===== src/rtl/fifo_arb_pkg.sv =====
// Shared types and defaults for the FIFO write-port arbiter.
package fifo_arb_pkg;

  typedef enum logic [1:0] {
    IDLE  = 2'd0,
    GRANT = 2'd1,
    STALL = 2'd2,
    BURST = 2'd3
  } fifo_arb_state_t;

  localparam int DEF_NUM_REQ    = 4;
  localparam int DEF_FIFO_WIDTH = 16;
  localparam int ID_W           = $clog2(DEF_NUM_REQ);

endpackage


===== src/rtl/fifo_wr_arbiter_rr_picker.sv =====
// Combinational round-robin picker: the first active request at or after
// ptr wins, and the search wraps from N-1 back to 0.
module rr_picker
  import fifo_arb_pkg::*;
#(
  parameter int N = DEF_NUM_REQ,
  parameter int W = ID_W
) (
  input  logic [N-1:0] req,
  input  logic [W-1:0] ptr,
  output logic         any,
  output logic [W-1:0] winner
);

  int idx;

  // Scan offsets from the far end down, so the nearest request to ptr is the last one written.
  always_comb begin
    any    = |req;
    winner = '0;
    idx    = 0;
    for (int k = N - 1; k >= 0; k--) begin
      idx = int'(ptr) + k;
      if (idx >= N) idx = idx - N;
      if (req[idx]) winner = idx[W-1:0];
    end
  end

endmodule


===== src/rtl/fifo_wr_arbiter.sv =====
// Round-robin arbiter sharing one synchronous FIFO write port among NUM_REQ
// requesters, with flow control from full/almostfull so no grant can overflow.
// Optional burst ownership is enabled by defining FIFO_ARB_BURST_EN.
//
//   state | meaning
//   IDLE  | no request pending
//   GRANT | may issue a grant this cycle (gated by the current FIFO flags)
//   STALL | requests pending but the FIFO is blocked, no grant
//   BURST | current owner may keep the port (burst build only)
module fifo_wr_arbiter
  import fifo_arb_pkg::*;
#(
  parameter int FIFO_WIDTH = DEF_FIFO_WIDTH,
  parameter int NUM_REQ    = DEF_NUM_REQ,
  parameter int MAX_BURST  = 4
) (
  input  logic                            clk,
  input  logic                            rst,
  input  logic [NUM_REQ-1:0]              req,
  input  logic [NUM_REQ*FIFO_WIDTH-1:0]   data,
  output logic [NUM_REQ-1:0]              gnt,
  output logic [$clog2(NUM_REQ)-1:0]      grant_id,
  output logic                            fifo_wr_en,
  output logic [FIFO_WIDTH-1:0]           fifo_data_in,
  input  logic                            fifo_full,
  input  logic                            fifo_almostfull,
  input  logic                            fifo_overflow,
  output logic                            err_overflow,
  output logic                            busy
);

  localparam int GID_W  = $clog2(NUM_REQ);
  localparam int BCNT_W = $clog2(MAX_BURST + 1);

`ifdef FIFO_ARB_BURST_EN
  localparam bit BURST_EN = 1'b1;
`else
  localparam bit BURST_EN = 1'b0;
`endif

  fifo_arb_state_t    state, state_nxt;
  logic [GID_W-1:0]   ptr, pick_id, win_id;
  logic               pick_any, allowed, grant_state, burst_cont, do_grant;
  logic [BCNT_W-1:0]  burst_cnt;

  rr_picker #(
    .N (NUM_REQ),
    .W (GID_W)
  ) u_picker (
    .req    (req),
    .ptr    (ptr),
    .any    (pick_any),
    .winner (pick_id)
  );

  // A write already in flight into the last free slot blocks new grants.
  assign allowed     = !fifo_full && !(fifo_almostfull && fifo_wr_en);
  assign grant_state = (state == GRANT) || (state == BURST);
  // ptr already points past the owner, so when a burst ends the picker
  // naturally resumes the search just after it.
  assign burst_cont  = BURST_EN && (state == BURST) && req[grant_id] &&
                       (burst_cnt < BCNT_W'(MAX_BURST));
  assign win_id      = burst_cont ? grant_id : pick_id;
  // Grant uses this cycle's flags, so the decision always sees the latest FIFO level.
  assign do_grant    = !rst && grant_state && allowed && (burst_cont || pick_any);
  assign busy        = (state != IDLE);

  // One-hot grant pulse for the winning requester.
  always_comb begin
    gnt = '0;
    if (do_grant) gnt[win_id] = 1'b1;
  end

  // Next-state decode.
  always_comb begin
    state_nxt = state;
    case (state)
      IDLE, STALL: begin
        if (pick_any && allowed) state_nxt = GRANT;
        else if (pick_any)       state_nxt = STALL;
        else                     state_nxt = IDLE;
      end
      GRANT, BURST: begin
        if (pick_any && allowed) state_nxt = BURST_EN ? BURST : GRANT;
        else if (pick_any)       state_nxt = STALL;
        else                     state_nxt = IDLE;
      end
      default: state_nxt = IDLE;
    endcase
  end

  // State, pointer, burst count and registered FIFO write side.
  always_ff @(posedge clk) begin
    if (rst) begin
      state        <= IDLE;
      ptr          <= '0;
      grant_id     <= '0;
      burst_cnt    <= '0;
      fifo_wr_en   <= 1'b0;
      fifo_data_in <= '0;
    end else begin
      state      <= state_nxt;
      fifo_wr_en <= do_grant;
      if (do_grant) begin
        grant_id     <= win_id;
        fifo_data_in <= data[int'(win_id)*FIFO_WIDTH +: FIFO_WIDTH];
        ptr          <= (int'(win_id) == NUM_REQ - 1) ? '0 : win_id + GID_W'(1);
        burst_cnt    <= burst_cont ? burst_cnt + BCNT_W'(1) : BCNT_W'(1);
      end
    end
  end

  // Sticky overflow flag, cleared only by reset.
  always_ff @(posedge clk) begin
    if (rst)                err_overflow <= 1'b0;
    else if (fifo_overflow) err_overflow <= 1'b1;
  end

endmodule


===== config.mk =====
export PLATFORM = sky130hd
export DESIGN_NAME = fifo_wr_arbiter
export DESIGN_NICKNAME = d
export VERILOG_FILES = /design/src/rtl/fifo_arb_pkg.sv /design/src/rtl/fifo_wr_arbiter_rr_picker.sv /design/src/rtl/fifo_wr_arbiter.sv
export SDC_FILE = /design/constraint.sdc
export NUM_CORES = 1
export LEC_CHECK = 0
export ABC_AREA = 1
export CAP_MARGIN = 30
export CORE_AREA = 3 3 84 86
export DETAILED_ROUTE_END_ITERATION = 16
export DIE_AREA = 0 0 87 89
export GPL_TIMING_DRIVEN = 0
export PLACE_DENSITY = 0.66
export SETUP_SLACK_MARGIN = 0.1
export SYNTH_ARGS = -nofsm -noshare
export SYNTH_HDL_FRONTEND = slang
export SYNTH_SLANG_ARGS = --single-unit

===== constraint.sdc =====
create_clock -name clk -period 2.85 [get_ports clk]
set_input_delay 0.855 -clock clk [delete_from_list [all_inputs] [get_ports clk]]
set_output_delay 0.855 -clock clk [all_outputs]
set_load 0.005 [all_outputs]

==> results.tsv <==
metric	value	unit
VDD IR max	0.000190	V
ant diodes	0	
minimum clock period	2810	ps
Worst-Margin Slew	509	ps
Pwr Total	1130	µW
setup ws final	43.5	ps
initial core utilization	0.257	
total wire length	6910	µm
Die Span Y	89	µm
Die Width	87	µm
Cells after Synth	256	
DRC	0	
Sw Share	0.332	
status	complete, no violations	
total track usage	0.171	
Seq/Total Area, Yosys	0.295	
hold_buf cts	0	
buffers added on ports	97	
Yosys warnings	0	
hold-critical path depth	2	
share of cells above drive strength 1	0.277	
# rows	29	
Tcrit/Tclk final	0.985	
Crit Path Class	in -> out	
Root Buffer	clkbuf_8	
first-pass GRT wire length	10600	µm
DRT antenna net count	0	
Avg Vias per Cell	4.80	
reg2reg path depth	14	
Num CTS Buffers	3	
DRT Pass-1 Iters	4	
Final setup viols	0	
RSZ-0062 raised after global routing	true	
latest clock arrival within the worst-skew pair	270	ps
Layout Utilization	0.508	
DP HPWL	4660	µm
GPL Wtd Cong	0.782	
Required @ worst endpoint	2000	ps
Post-Syn Area	1630	µm²
fin area	3220	µm²
fin nets	467	
Hold Path Class	reg -> reg	
Sw Pwr	375	µW
Max Cap Violations	0	
combinational power share	0.467	
io pins	98	
synthesized flop and latch total	24	
Synth area leaders	nand3_1 (32%), dfxtp_1 (29%), nand2_1 (16%), buf_6 (2.8%), nor2_1 (2.1%)	
normalized max-slew margin	0.660	
Iter 0 DRT Violations	119	
Post-DP Area	2700	µm²
initial antenna violation count	0	
Critical Path AT	1950	ps
DP Worst Slack	-934	ps
Area growth syn-to-layout	97.7	%
Die ar.	7740	µm²
Avg Synthesized Cell Area	6.37	µm²
Clock Power Share	0.211	
Layout Skew	4.47	ps
PD cells	351	nW/µm²
area share of the largest cell type after synthesis	0.319	
Flop pwr share	0.322	
clock sink count	24	
Yosys cell types	24	
Max Root-Sink Buffers	2	
CTS tree	yes	
Max Fclk	356	MHz
CTS H-tree depth	1	
final hold vios	0	
largest net degree at the start of global routing	14	
P_leak	0.00146	µW
Pins Over Slew Limit	0	
via count	2256	
number of global-route vias before repair	2232	
dominant cell type by area after synthesis	nand3_1	
clock transition at the registers of the reported paths	90	ps
Critical Path End Type	primary output	
setup TNS	0	ps
DR WL/cell	14.7	µm
total internal power	757	µW
type of origin of the critical path	primary input	
core area	6350	µm²
Fill cells	614	
CP max FO	4	
gr ovfl total	0	
synthesized net count	329	
-- cells in the mapped netlist (all sizes together) --
| cell type | count |
|---|---|
| nand2 | 76 |
| nor2 | 11 |
| clkbuf | 3 |
| nand3 | 108 |
| nand4 | 1 |
| o31ai | 1 |
| or2 | 1 |
| a21oi | 2 |
| clkinv | 2 |
| inv | 13 |
| buf | 13 |
| dfxtp | 24 |
| nor3 | 1 |
-- worst max-delay path: stages --
cell     delay [ps]
buf_6           100
inv_4            50
nand2_2          70
nand3_2          90
nand2_2          70
nand3_4          90
nand2_4          60
nand2_4          80
nand2_8          60
buf_8           120
inv_6            50
nand2_4          40
nor2_2           80
buf_2           120
-- metal layers --
layer	vias up	global-route usage	routed length [µm]
met5	-	0	0
met4	0	0.0439	84
met3	8	0.0332	433
met2	71	0.300	3460
met1	1048	0.215	2930
li1	1129	-	-
-- state kept, by name, summed over array words and instances, names as in the netlist --
register	cells
ptr	2
fifo_data_in	16
state	2
grant_id	2
err_overflow	1
fifo_wr_en	1
-- power by group through the flow --
stage	registers, µW	clock network, µW	logic (µW)
after floorplan	372	0	227
after global placement	371	0	417
after detailed placement	371	0	421
after CTS	364	247	475
after global routing	366	261	578
final	364	239	529
-- area by class of cell --
class,count,area (µm²),share of cell area
Sequential cell,24,480,0.149
Multi-Input combinational cell,201,1130,0.350
Clock buffer,4,55.1,0.0171
Tap cell,77,96.3,0.0299
Inverter,15,93.8,0.0291
Timing Repair Buffer,133,1240,0.385
Buffer,16,130,0.0404
-- timing repair --
action | in CTS | in global routing
setup buffers | 32 | 7
resized for setup | 75 | 34
setup endpoints to repair | 4 | 5
pin swaps | 17 | 17
-- per-stage QoR --
stage / hold WS [ps] / cells
CTS: 476 / 464
floorplan: 461 / 256
global route: 490 / 470
detailed placement: 460 / 430
finish: 471 / 470
global placement: 453 / 430
-- worst paths after layout --
check / start / to / slack (ps)
worst max-delay path: req[3] / gnt[0] / 40
worst min-delay path: err_overflow / err_overflow / 470
worst max register to register: ptr[0] / fifo_data_in[1] / 850
worst min register to register: err_overflow / err_overflow / 470
-- kinds of logic after synthesis --
group	after synthesis	share of synthesized area
AND/OR/NAND/NOR	198	0.588
buffers and inverters	31	0.107
flip-flops	24	0.295
AO/OA/AOI/OAI	3	0.0107
-- layout by cell type (no fill, tap or decap) --
master           netlist  layout
nand3_1              104      98
clkdlybuf4s50_1        0      86
nand2_1               71      60
buf_4                  3      35
dfxtp_1               24      24
buf_2                  6      11
nand2_4                2       9
buf_6                  4       8
nand2_2                2       6
nand3_2                3       6
nor2_1                 9       6
buf_8                  0       5
nand3_4                1       4
inv_1                  7       4
clkbuf_8               0       4
inv_4                  2       3
inv_6                  0       3
nor2_4                 0       3
inv_8                  0       2
nor2_2                 2       2
a21oi_2                0       2
clkinv_1               2       2
clkbuf_1               2       2
inv_2                  4       1
nand2_8                1       1
nand4_1                1       1
nor3_4                 0       1
or2_2                  1       1
clkbuf_4               1       1
o31ai_1                1       1
clkdlybuf4s15_2        0       1
No activity file was read; power rests on OpenSTA's default activity.
==> variant 1 (same settings) <==
Set the localparam `BURST_EN` to 1'b1 (it was 1'b0).
--- a/src/rtl/fifo_wr_arbiter.sv
+++ b/src/rtl/fifo_wr_arbiter.sv
@@ -36,5 +36,5 @@
   localparam bit BURST_EN = 1'b1;
 `else
-  localparam bit BURST_EN = 1'b0;
+  localparam bit BURST_EN = 1'b1;
 `endif
 
Formal check against the unedited RTL: not equivalent (Yosys sat finds a counterexample within 4 cycles, from zero or initial values and one cycle with rst high).
==> variant 1 against the original RTL <==
The flow now finishes with violations (negative setup slack). Wire length is 8.5% higher. Sequential cell count is 3 higher. Design area is 15% higher. Worst hold slack better by 0.0022 ns. Worst setup slack worse by 0.16 ns. Sequential share of layout area is 0.21 points lower. Power is 0.68% lower. Area after synthesis is 36% higher.
==> variant 1: results (changes against the original RTL) <==
global_route:
  grt_pass1_wl_um: 12480  # +18%
  grt_pass1_vias: 2667  # +19%
  grt_max_degree: 16  # +2
  grt.total_usage_pct: 20.33  # +3.2 points
place:
  place_ws_ns: -1.116  # -0.1815 ns
  dp_hpwl_um: 5622  # +21%
  globalplace.congestion: 0.8944  # +14%
  dp.cells: 565  # +31%
yosys:
  synth_area_leaders: "dfxtp_1, nand3_1, inv_1"
  synthTopCellsByCount: "inv_1, nand3_1, nand2_1"
  synth_fp_nets: 465  # +41%
  postSynthAreaPerCell_um2: 5.651  # -11%
  synth-seq-area-share_pct: 24.46  # -5.0 points
  synthDistinctLibCells: 29  # +21%
timing:
  fin_skew_ns: 0.01147  # +0.006997 ns
  layout_setup_ws_ns: -0.1128  # -0.1563 ns
  slew_headroom_pct: 66.46  # +0.42 points
  setup_viol: 4  # +4
drt:
  dr.first_iter.drc_count: 116  # -2.5%
  vias_per_cell: 4.610  # -4.0%
  wirelength_um: 7501  # +8.5%
status:
  outcome: "finished with violations"
  violations: "negative setup slack"
power_and_ir_drop:
  ir_drop_uv: 219.9  # +16%
  leakagePower_uw: 0.001906  # +31%
final_layout:
  drive_above_1_share_pct: 19.14  # -8.6 points
  final_cells: 589  # +25%
critical_path:
  reg2regPathDepth: 16  # +2
  crit_arrival_ns: 2.11  # +0.16 ns
  crit_fanout: 5  # +1
clocking:
  ctsHtreeMaxLevel: 1  # unchanged
variant 1: cell types whose count changed after synthesis, sizes merged, moves of 2 or more:
| cell | change |
|---|---|
| inv | +84 |
| nor2 | +33 |
| nand3 | -17 |
| nand2 | +13 |
| a21oi | +5 |
| o21ai | +5 |
| buf | +4 |
| dfxtp | +3 |
| nor3 | +3 |
| a211oi | +2 |
| o211ai | +2 |
variant 1: kinds of logic after synthesis:
family                     Yosys count  share of synthesized area, %
DFF                                 27                         24.46
adders and majority gates            1                        0.5662
and+or+nand+nor                    230                         46.89
AOI/OAI and AO/OA                   16                         5.889
buffers and inverters              117                         22.20
variant 1: worst paths after layout:
check,to,from,slack (ns)
worst min-delay path,burst_cnt[1],burst_cnt[1],0.47
worst max-delay path,gnt[0],req[3],-0.11
worst min register to register,burst_cnt[1],burst_cnt[1],0.47
worst max register to register,fifo_data_in[7],ptr[0],0.72
variant 1: power by group:
group	leakage, uW	switching, uW	total [uW]	internal (uW)
Clock	0.0000255	125	223	98.0
Sequential	0.000221	10.1	401	391
Combinational	0.00166	252	501	249
Total	0.00191	387	1120	738
variant 1: metrics by stage:
step                hold WS (ns)  power, uW  utilization [%]  TNS, ns  instance area, um^2
floorplan                 0.4453      654.1                -        0                 2226
global placement          0.4551      836.5            51.86   -4.741                 3293
detailed placement        0.4639      842.9            51.86   -5.077                 3293
CTS                       0.4765       1128            57.93  -0.1246                 3679
global route              0.5092       1199            58.19  -0.6370                 3695
finish                    0.4733       1125            58.19  -0.2945                 3695
variant 1: timing repair:
item	in CTS	in global routing
setup buffers	18	2
endpoints found under the hold margin	0	0
pin swaps	27	3
resized for setup	104	1
endpoints found under the setup margin	4	4
variant 1: cell type report:
type                    count  area, um^2  area share, %
plain buffers              19       136.4          3.691
flip-flops and latches     27       543.0          14.70
clock buffers               3       41.29          1.118
multi-input cells         247        1363          36.88
repair buffers            117        1117          30.24
well taps                  77       96.34          2.608
inverters                  98       392.9          10.63
clock inverters             1       5.005         0.1355
variant 1: critical path, stage by stage:
cell and delay [ns]:
buf_8 0.09, inv_6 0.04, o21ai_4 0.16, o211ai_4 0.12, or2_1 0.26, buf_6 0.14
nand2_8 0.06, inv_8 0.04, nor3_4 0.20, buf_2 0.14
variant 1: metal layers:
metal,GRT usage [%],routed length [um]
met2,36.58,3690
met1,24.56,3042
met3,4.977,675
met5,0,0
met4,4.249,92
==> variant 2 (same flow settings) <==
Without the edit above. Make the reset (`rst`) asynchronous in 2 clocked blocks.
--- a/src/rtl/fifo_wr_arbiter.sv
+++ b/src/rtl/fifo_wr_arbiter.sv
@@ -91,5 +91,5 @@
 
   // State, pointer, burst count and registered FIFO write side.
-  always_ff @(posedge clk) begin
+  always_ff @(posedge clk or posedge rst) begin
     if (rst) begin
       state        <= IDLE;
@@ -112,5 +112,5 @@
 
   // Sticky overflow flag, cleared only by reset.
-  always_ff @(posedge clk) begin
+  always_ff @(posedge clk or posedge rst) begin
     if (rst)                err_overflow <= 1'b0;
     else if (fifo_overflow) err_overflow <= 1'b1;
Check against the original RTL: differs if rst is asserted again (counterexample within 4 cycles, from zero or initial values and one cycle with rst high); with rst held inactive, the same outputs for 10 cycles.
==> variant 2 against the original RTL <==
Sequential share of layout area is 2.3 points higher. Critical path type unchanged. Register-to-register slack worse by 0.11 ns. Critical endpoint is now gnt[3]. Wire length hardly changed. Area after synthesis is 18% higher. Design area is 8.3% higher. Synthesized cell count is 26% higher. Maximum frequency is 0.45% lower. Worst setup slack worse by 0.013 ns. Sequential cell count stayed put.
Power is not compared: it rests on default switching activity, and its combinational part moved more than twofold at a synthesized area within 25%.
==> variant 2: results (changes against the original RTL) <==
place:
  detailed_place.area_um2: 3024  # +12%
  globalplace.congestion: 0.8422  # +7.7%
  dp.cells: 497  # +16%
  dp_hpwl_um: 4735  # +1.6%
min_path:
  min_to: "err_overflow"
critical_path:
  crit_fanout: 3  # -1
  critPathSlowestCell: "buf_6"
  reg2reg_to: "fifo_data_in[2]"
  reg2reg_slack_ns: 0.74  # -0.11 ns
  cp-endpoint: "gnt[3]"
  critical_path.top_delay_family: "buffers and inverters"
  reg2regPathDepth: 16  # +2
  cp-startpoint: "req[1]"
  timing.rr.start: "ptr[0]"
final_layout:
  regArea_um2: 601.8  # +25%
  num-multi-input-gates: 218  # +8.5%
  multi_input_area_share_pct: 33.42  # -1.6 points
  clkCellAreaFrac_pct: 1.578  # -0.13 points
  drive_above_1_share_pct: 20.54  # -7.2 points
  seq_share_pct: 17.25  # +2.3 points
  bufAreaShareNonClock_pct: 37.15  # -5.4 points
  fill_cells: 610  # -0.65%
  nNonClkBuffers: 132  # -11%
drt:
  dr.first_iter.drc_count: 64  # -46%
  wirelength_um: 6918  # about the same
  vias: 2344  # +3.9%
yosys:
  async_flop_share_pct: 100.0  # +100 points
  synth_area_leaders: "dfrtp_1, nand2_1, nand3_1"
  postSynthAreaPerCell_um2: 5.992  # -5.9%
  synthDistinctLibCells: 22  # -8.3%
  synthTopCellsByCount: "nand2_1, nand3_1, inv_1"
  synth-seq-area-share_pct: 31.13  # +1.7 points
global_route:
  grt.total_usage_pct: 17.14  # +0.053 points
  grt_pass1_wl_um: 10370  # -1.7%
timing:
  fin_skew_ns: 0.004267  # -0.0002018 ns
  timing.hold.ws_ns: 0.4923  # +0.02119 ns
status:
  outcome: "finished, final reports clean"
variant 2: cell types whose count changed after synthesis, sizes merged, moves of 2 or more:
cell,before,now
nand2,76,130
nand3,108,72
dfxtp,24,0
nor2,11,7
clkbuf,3,1
clkinv,2,0
dfrtp,0,24
inv,13,65
o21ai,0,2
variant 2: routing by layer:
metal | GRT usage, % | vias up | wire length [um]
met2 | 30.30 | 81 | 3329
met4 | 3.399 | 0 | 131
met3 | 2.857 | 12 | 490
met1 | 22.08 | 1033 | 2966
met5 | 0 | - | 0
li1 | - | 1218 | -
variant 2: cell families (layout without fill, tap and decap cells):
logic type             count (synthesis)  after routing  synth area share [%]
flip-flops                            24             24                 31.13
buffers and inverters                 80            201                 18.48
AO/OA/AOI/OAI                          6              6                 2.399
AND/OR/NAND/NOR                      212            212                 47.99
variant 2: timing repair:
item | in CTS | in global routing
setup buffers | 15 | 4
pin swaps | 18 | 13
gates cloned | 0 | 0
resized for setup | 86 | 31
setup endpoints to repair | 4 | 4
